<file path="config.mk">
export PLATFORM = sky130hd
export DESIGN_NAME = fetch_sequencer
export DESIGN_NICKNAME = d
export VERILOG_FILES = /design/src/rtl/fetch_sequencer.sv
export SDC_FILE = /design/constraint.sdc
export NUM_CORES = 1
export LEC_CHECK = 0
export CAP_MARGIN = 20
export CORE_MARGIN = 2
export CORE_UTILIZATION = 56
export DETAILED_ROUTE_END_ITERATION = 6
export PLACE_DENSITY_LB_ADDON = 0.2
export REMOVE_ABC_BUFFERS = 1
export SYNTH_ARGS = -nofsm -noshare
export SYNTH_HDL_FRONTEND = slang
export SYNTH_SLANG_ARGS = --single-unit
</file>
<file path="constraint.sdc">
create_clock -name clk -period 6.9 [get_ports clk]
set_clock_uncertainty 0.2 [all_clocks]
set_input_delay 1.035 -clock clk [delete_from_list [all_inputs] [get_ports clk]]
set_output_delay 1.035 -clock clk [all_outputs]
set_load 0.01 [all_outputs]
</file>
<file path="src/rtl/fetch_sequencer.sv">
// Instruction fetch sequencer: one outstanding imem request, 2-entry {pc,instr} FIFO, redirect flush; optional FETCH_PERF_EN adds redirect_count.
// Response pushed same cycle, visible next cycle; requests throttle so FIFO occupancy plus outstanding never exceeds 2.
module fetch_sequencer #(
  parameter int                    DATA_WIDTH = 32,
  parameter logic [DATA_WIDTH-1:0] RESET_PC   = '0
) (
  input  logic                  clk,
  input  logic                  rst_n,
  output logic                  imem_req_valid,
  input  logic                  imem_req_ready,
  output logic [DATA_WIDTH-1:0] imem_req_addr,
  input  logic                  imem_rsp_valid,
  input  logic [DATA_WIDTH-1:0] imem_rsp_data,
  input  logic                  redirect_en,
  input  logic [DATA_WIDTH-1:0] redirect_pc,
  output logic                  out_valid,
  input  logic                  out_ready,
  output logic [DATA_WIDTH-1:0] out_pc,
  output logic [DATA_WIDTH-1:0] out_instr
`ifdef FETCH_PERF_EN
  ,
  output logic [31:0]           redirect_count
`endif
);

  typedef enum logic [1:0] {RUN, WAIT, DRAIN} state_e;

  localparam logic [DATA_WIDTH-1:0] ALIGN_MASK = ~DATA_WIDTH'(3);

  state_e                state_q, state_d;
  logic [DATA_WIDTH-1:0] fetch_pc_q, fetch_pc_d;
  logic [DATA_WIDTH-1:0] req_pc_q;
  logic [DATA_WIDTH-1:0] fifo_pc_q    [2];
  logic [DATA_WIDTH-1:0] fifo_instr_q [2];
  logic                  rd_ptr_q, wr_ptr_q;
  logic [1:0]            count_q, count_d;

  logic       rsp_in_wait, pop_raw, accept, push, pop, owed;
  logic [2:0] occ_next;

  assign out_valid     = (count_q != 2'd0);
  assign out_pc        = out_valid ? fifo_pc_q[rd_ptr_q]    : '0;
  assign out_instr     = out_valid ? fifo_instr_q[rd_ptr_q] : '0;
  assign imem_req_addr = fetch_pc_q & ALIGN_MASK;

  always_ff @(posedge clk or negedge rst_n) begin
    if (!rst_n) state_q <= RUN;
    else        state_q <= state_d;
  end

  // A request still owed after this cycle sends a redirect to DRAIN so its response is dropped.
  always_comb begin
    owed    = accept || ((state_q != RUN) && !imem_rsp_valid);
    state_d = state_q;
    if (redirect_en)                               state_d = owed ? DRAIN : RUN;
    else if (accept)                               state_d = WAIT;
    else if ((state_q != RUN) && imem_rsp_valid)   state_d = RUN;
  end

  // A response arriving in WAIT retires the outstanding request, so the next one may issue that same cycle.
  always_comb begin
    rsp_in_wait    = (state_q == WAIT) && imem_rsp_valid;
    pop_raw        = out_valid && out_ready;
    occ_next       = {1'b0, count_q} + {2'b00, rsp_in_wait} - {2'b00, pop_raw};
    imem_req_valid = rst_n && ((state_q == RUN) || rsp_in_wait) && (occ_next < 3'd2);
    accept         = imem_req_valid && imem_req_ready;
    push           = rsp_in_wait && !redirect_en;
    pop            = pop_raw && !redirect_en;
  end

  always_comb begin
    fetch_pc_d = fetch_pc_q;
    if (redirect_en) fetch_pc_d = redirect_pc & ALIGN_MASK;
    else if (accept) fetch_pc_d = fetch_pc_q + DATA_WIDTH'(4);
    count_d = redirect_en ? 2'd0 : (count_q + {1'b0, push} - {1'b0, pop});
  end

  always_ff @(posedge clk or negedge rst_n) begin
    if (!rst_n) begin
      fetch_pc_q <= RESET_PC & ALIGN_MASK;
      req_pc_q   <= '0;
      count_q    <= 2'd0;
      rd_ptr_q   <= 1'b0;
      wr_ptr_q   <= 1'b0;
      for (int i = 0; i < 2; i++) begin
        fifo_pc_q[i]    <= '0;
        fifo_instr_q[i] <= '0;
      end
    end else begin
      fetch_pc_q <= fetch_pc_d;
      count_q    <= count_d;
      if (accept) req_pc_q <= fetch_pc_q;
      if (redirect_en) begin
        rd_ptr_q <= 1'b0;
        wr_ptr_q <= 1'b0;
      end else begin
        if (push) begin
          fifo_pc_q[wr_ptr_q]    <= req_pc_q;
          fifo_instr_q[wr_ptr_q] <= imem_rsp_data;
          wr_ptr_q               <= ~wr_ptr_q;
        end
        if (pop) rd_ptr_q <= ~rd_ptr_q;
      end
    end
  end

`ifdef FETCH_PERF_EN
  logic [31:0] redirect_count_q;

  always_ff @(posedge clk or negedge rst_n) begin
    if (!rst_n)                                         redirect_count_q <= 32'd0;
    else if (redirect_en && (redirect_count_q != '1))   redirect_count_q <= redirect_count_q + 32'd1;
  end

  assign redirect_count = redirect_count_q;
`endif

endmodule

</file>
# --- Word-level counts from Yosys, hierarchy flattened ---
# Cells that the tools add are included.
word_totals:
  output_inout_bits: 98
  ff_bits: 198
op_classes:
  n_addsub: 5
  bitwise_logic: 5
  muxes: 23
  magnitude_cmp: 4
  n_reduce_logical: 22
  n_eq_ne: 1
ops:
  columns: ["operator", "count"]
  rows:
  - ["32-bit two-way mux", 11]
  - ["64-bit bitwise mux", 2]
  - ["32-bit by 3-bit adder with 32-bit output (second input constant)", 1]
  - ["32-bit demux with 1-bit select", 1]
  - ["1-bit logical AND", 10]
  - ["2-bit two-way mux", 5]
  - ["2-bit nonzero test", 5]
  - ["2-bit >= comparator (second input constant)", 2]
  - ["1-bit two-way mux", 4]
  - ["1-bit NOT with 2-bit output", 2]
  - ["2-bit by 1-bit adder with 3-bit output", 1]
  - ["3-bit by 2-bit < comparator with 1-bit output (second input constant)", 1]
  - ["1-bit NOT", 3]
  - ["3-bit nonzero test", 1]
  - ["3-bit by 1-bit subtractor with 3-bit output", 1]
  - ["2-bit by 1-bit adder with 2-bit output", 1]
  - ["2-bit by 1-bit equality test with 1-bit output (second input constant)", 1]
  - ["1-bit zero test", 2]
  - ["2-bit zero test", 1]
  - ["1-bit logical OR", 2]
  - ["2-bit by 1-bit < comparator with 1-bit output (second input constant)", 1]
  - ["2-bit AND reduction", 1]
  - ["2-bit by 1-bit subtractor with 2-bit output", 1]

# --- Logic depth before layout (Yosys ltp) ---
# Gate-level depths: netlist of the first run.
depth:
  word_depth: 10
  depth_mapped: 14

# --- Worst setup path after synthesis of the first run ---
# No wires, ideal clock.
synth_path:
  path_type: "input to output"
  start: "input port out_ready"
  end: "output port imem_req_valid"
  t_arrival_ps: 2501
  cell_stages: 6
  t_required_ps: 5665
  slack_ps: 3164
  cell_sequence: "and2_1 -> ha_1 -> nand2b_1 -> fa_1 -> nand3b_1 -> nor3_1"
synth_via:
  elab_chain_len: 4
synth_lines:
  columns: ["element", "line_no", "rtl"]
  rows:
  - ["start: declaration", "17", "input logic out_ready,"]
  - ["1-bit logical AND", "63", "pop_raw = out_valid && out_ready;"]
  - ["3-bit by 1-bit subtractor with 3-bit output", "64", "occ_next = {1'b0, count_q} + {2'b00, rsp_in_wait} - {2'b00, pop_raw};"]
  - ["3-bit by 2-bit < comparator with 1-bit output", "65", "imem_req_valid = rst_n && ((state_q == RUN) || rsp_in_wait) && (occ_next < 3'd2);"]
  - ["1-bit logical AND", "65", null]
  - ["end: declaration", "9", "output logic imem_req_valid,"]
# Every way passes these cells.

# --- Worst setup path after layout of the first run ---
layout_path:
  start: "input port imem_rsp_valid"
  end: "output port imem_req_valid"
layout_via:
  elab_chain_len: 5
  word_cells_on_any_way: 7
layout_lines:
  columns: ["element", "line_no", "rtl"]
  rows:
  - ["start: declaration", "12", "input logic imem_rsp_valid,"]
  - ["1-bit logical AND (*)", "62", "rsp_in_wait = (state_q == WAIT) && imem_rsp_valid;"]
  - ["2-bit by 1-bit adder with 3-bit output", "64", null]
  - ["3-bit by 1-bit subtractor with 3-bit output", "64", null]
  - ["3-bit by 2-bit < comparator with 1-bit output", "65", null]
  - ["1-bit logical AND (*)", "65", null]
# Every way passes the cells marked *; elsewhere a longest branch is shown, timed or not.

==> summary.md, run 1 <==
| Metric | Value |
|---|---|
| Post-synth cell types | `35` |
| Peak supply drop | `0.000187 V` |
| Register area share after synthesis | `54.7%` |
| Die Wd | `129 um` |
| DP HPWL | `12400 um` |
| Clk pwr share | `around 31%` |
| Sw Share | `26.0%` |
| Syn Inst Count | `701` |
| Avg Inst Size Synth | `12.4 um2` |
| Setup TNS | `0 ns` |
| Total Routing Usage GR | `between 20% and 30%` |
| CP required | `5.66 ns` |
| Area growth from synthesis to layout | `26.6%` |
| Skew-Pair Late Insertion Delay | `0.42 ns` |
| Htree depth | `4` |
| Tmin final | `4.96 ns` |
| Cell Chain, Critical Path | `clkdlybuf4s50_1 > nand3_1 > ha_1 > nand2b_1 > fa_1 > nand3b_1 > nor3_1 > clkdlybuf4s50_1` |
| CTS Buf Count | `17` |
| Critical path launch point type | `input pin` |
| Critical path's most frequent cell | `clkdlybuf4s50_1` |
| Fillers | `between 1000 and 1500` |
| M1 GR Usage | `31.9%` |
| Slowest CP cell | `clkdlybuf4s50_1` |
| Ys Warns | `0` |
| Vias in the first global route | `about 6200` |
| Remaining global-route overflow | `0` |
| Util after Layout | `72.4%` |
| Clock Tree Buf Depth | `2` |
| Most frequent cells after synthesis | `dfrtp_1 (190), mux2_2 (155), nor2_1 (70)` |
| Clk root buf | `clkbuf_16` |
| Final Cycle Share | `a little under three quarters` |
| Most common cell in the netlist | `dfrtp_1` |
| Largest cells by area after synthesis | `dfrtp_1 (55%), mux2_2 (20%), mux2i_1 (7.3%), nor2_1 (3.0%), xnor2_1 (1.7%)` |
| Cts repair resizes | `0` |
| GR Util met2 | `between 30 and 40%` |
| Critical path class | `input pin to output pin` |
| Wirelength per Cell | `18.4 um` |
| Final setup fails | `0` |
| DRC Markers | `0` |
| Leak Pwr | `4.74 nW` |
| Worst Setup EP | `imem_req_valid` |
| #FFs+latches synth | `190` |
| CP arrival | `between 3 and 4 ns` |
| Post-synth top area cell | `dfrtp_1` |
| Nets | `920` |
| Reg2reg end | `fetch_pc_q[21]` |
| Final wirelength | `19300 um` |
| N_diodes | `0` |
| First-pass GRT wire length | `31200 um` |
| CTS clk-pin slew, worst paths | `roughly 0.060 ns` |
| Largest stage delay on the critical path | `0.60 ns` |
| Largest net degree at the start of global routing | `75` |
| Max Freq | `201 MHz` |
| Via/cell ratio | `5.60` |
| Hold Vio Cnt, Final | `0` |
| Power per Cell Area | `about 280 nW/um2` |
| Crit Path Max Fanout | `4` |
| Number of I/O port buffers | `161` |
| DIE AREA | `16500 um2` |
| CTS tree | `built` |
| Reg2reg start | `count_q[1]` |
| Mapped cell area | `a little under 9000 um2` |
| RSZ-0062 raised after global routing | `no` |
| Critical Path Start | `imem_rsp_valid` |
| Outcome | `finished clean` |
| Power Internal | `2.25 mW` |
| Starting Density | `57.2%` |
| CP Capture Type | `output pin` |
| I/O pins | `168` |
| Iteration-0 DRC Markers | `284` |
| Combinational Power Share | `18.7%` |
| R2R depth | `12` |
| Hold/Removal Path Class | `flip-flop to flip-flop` |
| Cts hold-fix bufs | `0` |
| Synth top area share | `54.7%` |
| Core Area | `15200 um2` |
| GRT met3 Usage | `a little under 5%` |
| NetSw | `about 790 uW` |
| Dominant synthesized flop cell | `dfrtp_1` |
| R2R Setup Slk | `2.82 ns` |
| Post-synth EDFFs | `0` |
| Via count | `5855` |
| Final slew viol count | `0` |
| Initial DRT Pass Iterations | `4` |
| Max Cap Viol | `0` |
| Post-synthesis async set-or-reset flop share | `100%` |
| Gpl congestion | `0.777` |
| Worst-margin pin slew | `1.03 ns` |
| Slew HR | `31.7%` |
| Antenna-violating nets left | `0` |
| Sequential power share | `50.2%` |
| GR peak layer | `met2` |
| Post-CTS Setup Bufs | `0` |
| Die Ht | `129 um` |
| Antenna violations before repair | `0` |
| Layout cells sized above 1 | `a little under a quarter` |
| Clock Sinks | `190` |
| Num rows | `45` |
flip-flops by register name, indices dropped and copies added (netlist names):
signal        flops
fifo_pc_q        60
fetch_pc_q       30
state_q           2
wr_ptr_q          1
fifo_instr_q     64
count_q           2
rd_ptr_q          1
req_pc_q         30
worst min-delay path by stage:
stage,startpoint,to,slack [ns],cells past startpoint
floorplan,req_pc_q[17],req_pc_q[17],0.26,2
global placement,req_pc_q[17],req_pc_q[17],0.28,2
detailed placement,fifo_pc_q[3],fifo_pc_q[3],0.29,1
CTS,fifo_pc_q[3],fifo_pc_q[3],0.31,1
global route,fifo_pc_q[34],fifo_pc_q[34],0.32,1
finish,fifo_pc_q[27],fifo_pc_q[27],0.30,1
kinds of logic (layout without fill, tap and decap cells):
group	after synthesis	in the layout	share of synthesized area (%)
mux	218	218	27.3
flops	190	190	54.7
simple gates	171	171	9.34
buf+inv	51	205	2.62
xor+xnor	34	34	3.42
compound gates	31	31	1.78
fa+ha+maj	5	5	0.806
other cells	1	4	0.0431
power by group through the flow:
| stage | registers, mW | clock network [mW] | logic, mW |
|---|---|---|---|
| 5_1_grt | 1.56 | 1.01 | 0.624 |
| 4_1_cts | 1.53 | 0.961 | 0.579 |
| 6_report | 1.53 | 0.944 | 0.569 |
| 3_5_place_dp | 1.55 | 0 | 0.573 |
| 2_1_floorplan | 1.50 | 0 | 0.370 |
| 3_3_place_gp | 1.52 | 0 | 0.541 |
cell usage in the layout (no fill, tap or decap), types with 2 or more instances in the layout:
cell,netlist,final
nand4_1,11,11
clkdlybuf4s50_1,0,159
and3_1,8,8
clkbuf_8,0,2
ha_1,4,4
o21ai_1,5,5
nor3_1,7,7
nand3_1,11,11
dfrtp_1,190,189
nor4_2,2,2
nor2_4,0,2
nor2b_1,2,2
xor2_1,17,17
bufinv_16,0,2
mux2_2,155,155
o21ai_0,25,25
buf_4,4,6
xnor2_1,17,17
mux2i_1,63,63
clkbuf_16,0,17
inv_1,5,5
and2_1,3,3
nand2_1,38,37
and4_1,4,4
nor4_1,7,7
conb_1,1,4
nand2b_1,2,2
clkinv_2,0,8
nor2_1,70,68
clkinvlp_4,0,3
final cells by class:
| class | count | area (um2) | share of cell area, % |
|---|---|---|---|
| tap | 188 | 235 | 2.14 |
| clock inverter | 13 | 123 | 1.11 |
| clock buffer | 19 | 443 | 4.02 |
| timing repair buffer | 168 | 1680 | 15.3 |
| inverter | 5 | 18.8 | 0.170 |
| multi-input combinational | 463 | 3750 | 34.1 |
| sequential | 190 | 4760 | 43.2 |
critical path: cells and delay by family:
kind | cells | cell delay (ns)
adder cells (fa/ha/maj) | 2 | 0.85
buffers and inverters | 2 | 1.12
AND/OR/NAND/NOR | 4 | 0.74
metal layers:
metal / share of wire (%) / up-vias
met1: 44 / 2938
met4: 2.4 / 0
met3: 5.0 / 31
met2: 49 / 166
met5: 0 / -
li1: - / 2720
through the flow:
step                      power (mW)  area, um2  setup slack (ns)  hold WS, ns  std cells
final                           3.04      11000              1.94        0.304       1046
after global placement          2.07      10400              2.00        0.280       1012
after detailed placement        2.12      10400              1.90        0.293       1013
after CTS                       3.07      11000              1.96        0.308       1045
after global routing            3.19      11000              1.83        0.316       1046
after floorplan                 1.87       8500             0.702        0.262        658
(Power assumes the default switching activity.)
==> inputs of run 2 (changes only) <==
Settings changed: CORE_UTILIZATION 56 to 52.
Clock period 6.9 ns to 5.1 ns, I/O delays scaled along.
==> run 2 against run 1 <==
Power increased by 38%. Via count decreased by 0.12%. Routed wire length decreased by 1.2%. Cell area increased by 1.1%. First-iteration DRC count decreased by 29%.
==> summary.md, run 2 (same netlist as run 1, synthesis figures left out) <==
| Metric | Value |
|---|---|
| Outcome | `finished clean` |
| Clk pwr share | `32.5%` |
| Clock Tree Buf Depth | `2` |
| Skew-Pair Late Insertion Delay | `~0.42 ns` |
| Setup TNS | `0 ns` |
| Reg2reg start | `count_q[1]` |
| R2R depth | `12` |
| Non-filler cells, final | `approximately 1100` |
| Clk root buf | `clkbuf_16` |
| Area growth from synthesis to layout | `28.0%` |
| Critical path class | `input pin to output pin` |
| Critical path launch point type | `input pin` |
| CTS Buf Count | `17` |
| Max Cap Viol | `0` |
| Cts hold-fix bufs | `0` |
| Design Area, Final | `11100 um2` |
| Number of I/O port buffers | `161` |
| Iteration-0 DRC Markers | `202` |
| First-pass GRT wire length | `around 31000 um` |
| Nets | `923` |
| Cts repair resizes | `0` |
| CP Capture Type | `output pin` |
| Via/cell ratio | `between 5 and 6` |
| Slew HR | `31.0%` |
| Placed insts | `about 1000` |
| Core Area | `roughly 16000 um2` |
| Peak supply drop | `0.000258 V` |
| Die Ht | `133 um` |
| NetSw | `between 1 and 1.5 mW` |
| DRC Markers | `0` |
| Largest register FFs | `64` |
| Layout cells sized above 1 | `24.0%` |
| Antenna-violating nets left | `0` |
| Reg2reg end | `fetch_pc_q[12]` |
| Total Routing Usage GR | `22.2%` |
| Power per Cell Area | `between 300 and 400 nW/um2` |
| Largest net degree at the start of global routing | `67` |
| Htree depth | `4` |
| Clock Sinks | `190` |
| Final Cycle Share | `87.3%` |
| Combinational Power Share | `a little under a fifth` |
| Worst-margin pin slew | `1.04 ns` |
| CTS clk-pin slew, worst paths | `0.07 ns` |
| Commonest non-fill, non-tap cell in the layout | `dfrtp_1` |
| Antenna violations before repair | `0` |
| RSZ-0062 raised after global routing | `no` |
| Dpl cell area | `10500 um2` |
| Power Internal | `3.10 mW` |
| Sw Share | `26.2%` |
| Die Wd | `133 um` |
| CP arrival | `around 3.5 ns` |
| Final setup fails | `0` |
| N_diodes | `0` |
| DIE AREA | `17800 um2` |
| CP required | `4.14 ns` |
| Hold Vio Cnt, Final | `0` |
| CTS tree | `built` |
| I/O pins | `between 150 and 200` |
| Vias in the first global route | `6153` |
| Biggest registers after layout | `fifo_instr_q: 64 flops, fifo_pc_q: 60 flops` |
| Max Freq | `about 220 MHz` |
| Remaining global-route overflow | `0` |
| Top reg by flops | `fifo_instr_q` |
| Final slew viol count | `0` |
| Wirelength per Cell | `17.6 um` |
| Gpl congestion | `0.790` |
| Tmin final | `4.45 ns` |
| Final wirelength | `roughly 19000 um` |
| Fillers | `1236` |
| R2R Setup Slk | `1.22 ns` |
| Leak Pwr | `approximately 4.8 nW` |
| Min Hold Slack | `0.0488 ns` |
| Initial DRT Pass Iterations | `4` |
| Post-CTS Setup Bufs | `0` |
| Num rows | `47` |
| Sequential power share | `49.3%` |
| Most frequent cells in the layout | `dfrtp_1 (189), clkdlybuf4s50_1 (159), mux2_2 (155), nor2_1 (68), mux2i_1 (63)` |
| Via count | `5848` |
| DP HPWL | `12600 um` |
| Crit Path Max Fanout | `4` |
| Hold/Removal Path Class | `input pin to asynchronous set/reset pin` |
| Starting Density | `52.8%` |
| Util after Layout | `67.6%` |
## run 2: how the worst max path moves through the flow
stage / start / end / depth (start not counted)
2_1_floorplan: count_q[1] / fetch_pc_q[21] / 11
3_3_place_gp: imem_rsp_valid / fetch_pc_q[12] / 11
3_5_place_dp: imem_rsp_valid / fetch_pc_q[12] / 11
4_1_cts: imem_rsp_valid / imem_req_valid / 8
5_1_grt: imem_rsp_valid / imem_req_valid / 8
6_report: imem_rsp_valid / imem_req_valid / 8
## run 2: layout make-up
cell class | instances | area [um2] | area share (%)
sequential | 190 | 4760 | 42.8
multi-input combinational | 463 | 3750 | 33.7
timing repair buffer | 171 | 1720 | 15.4
clock buffer | 18 | 429 | 3.86
tap | 220 | 275 | 2.47
clock inverter | 14 | 179 | 1.61
inverter | 5 | 18.8 | 0.169
## run 2: through the flow
| stage | total power [mW] | worst slack (ns) |
|---|---|---|
| 6_report | 4.20 | 0.648 |
| 5_1_grt | 4.42 | 0.519 |
| 4_1_cts | 4.24 | 0.678 |
| 3_5_place_dp | 2.88 | 0.551 |
| 3_3_place_gp | 2.80 | 0.631 |
| 2_1_floorplan | 2.53 | -1.10 |
## run 2: per-layer routing
metal / global-route usage [%] / wire length, um
met1: 29.6 / 8620
met5: 0 / 0
met3: 4.53 / 902
met4: 6.80 / 273
met2: 36.8 / 9230
## run 2: critical path, cell delays in order
cell	delay, ns
clkdlybuf4s50_1	0.53
nand3_1	0.15
ha_1	0.31
nand2b_1	0.15
fa_1	0.52
nand3b_1	0.10
nor3_1	0.34
clkdlybuf4s50_1	0.61
## run 2: power by group through the flow
stage	combinational, mW	clock [mW]	sequential, mW
global route	0.851	1.46	2.11
floorplan	0.500	0	2.03
finish	0.768	1.36	2.07
detailed placement	0.777	0	2.10
CTS	0.782	1.39	2.07
global placement	0.736	0	2.07
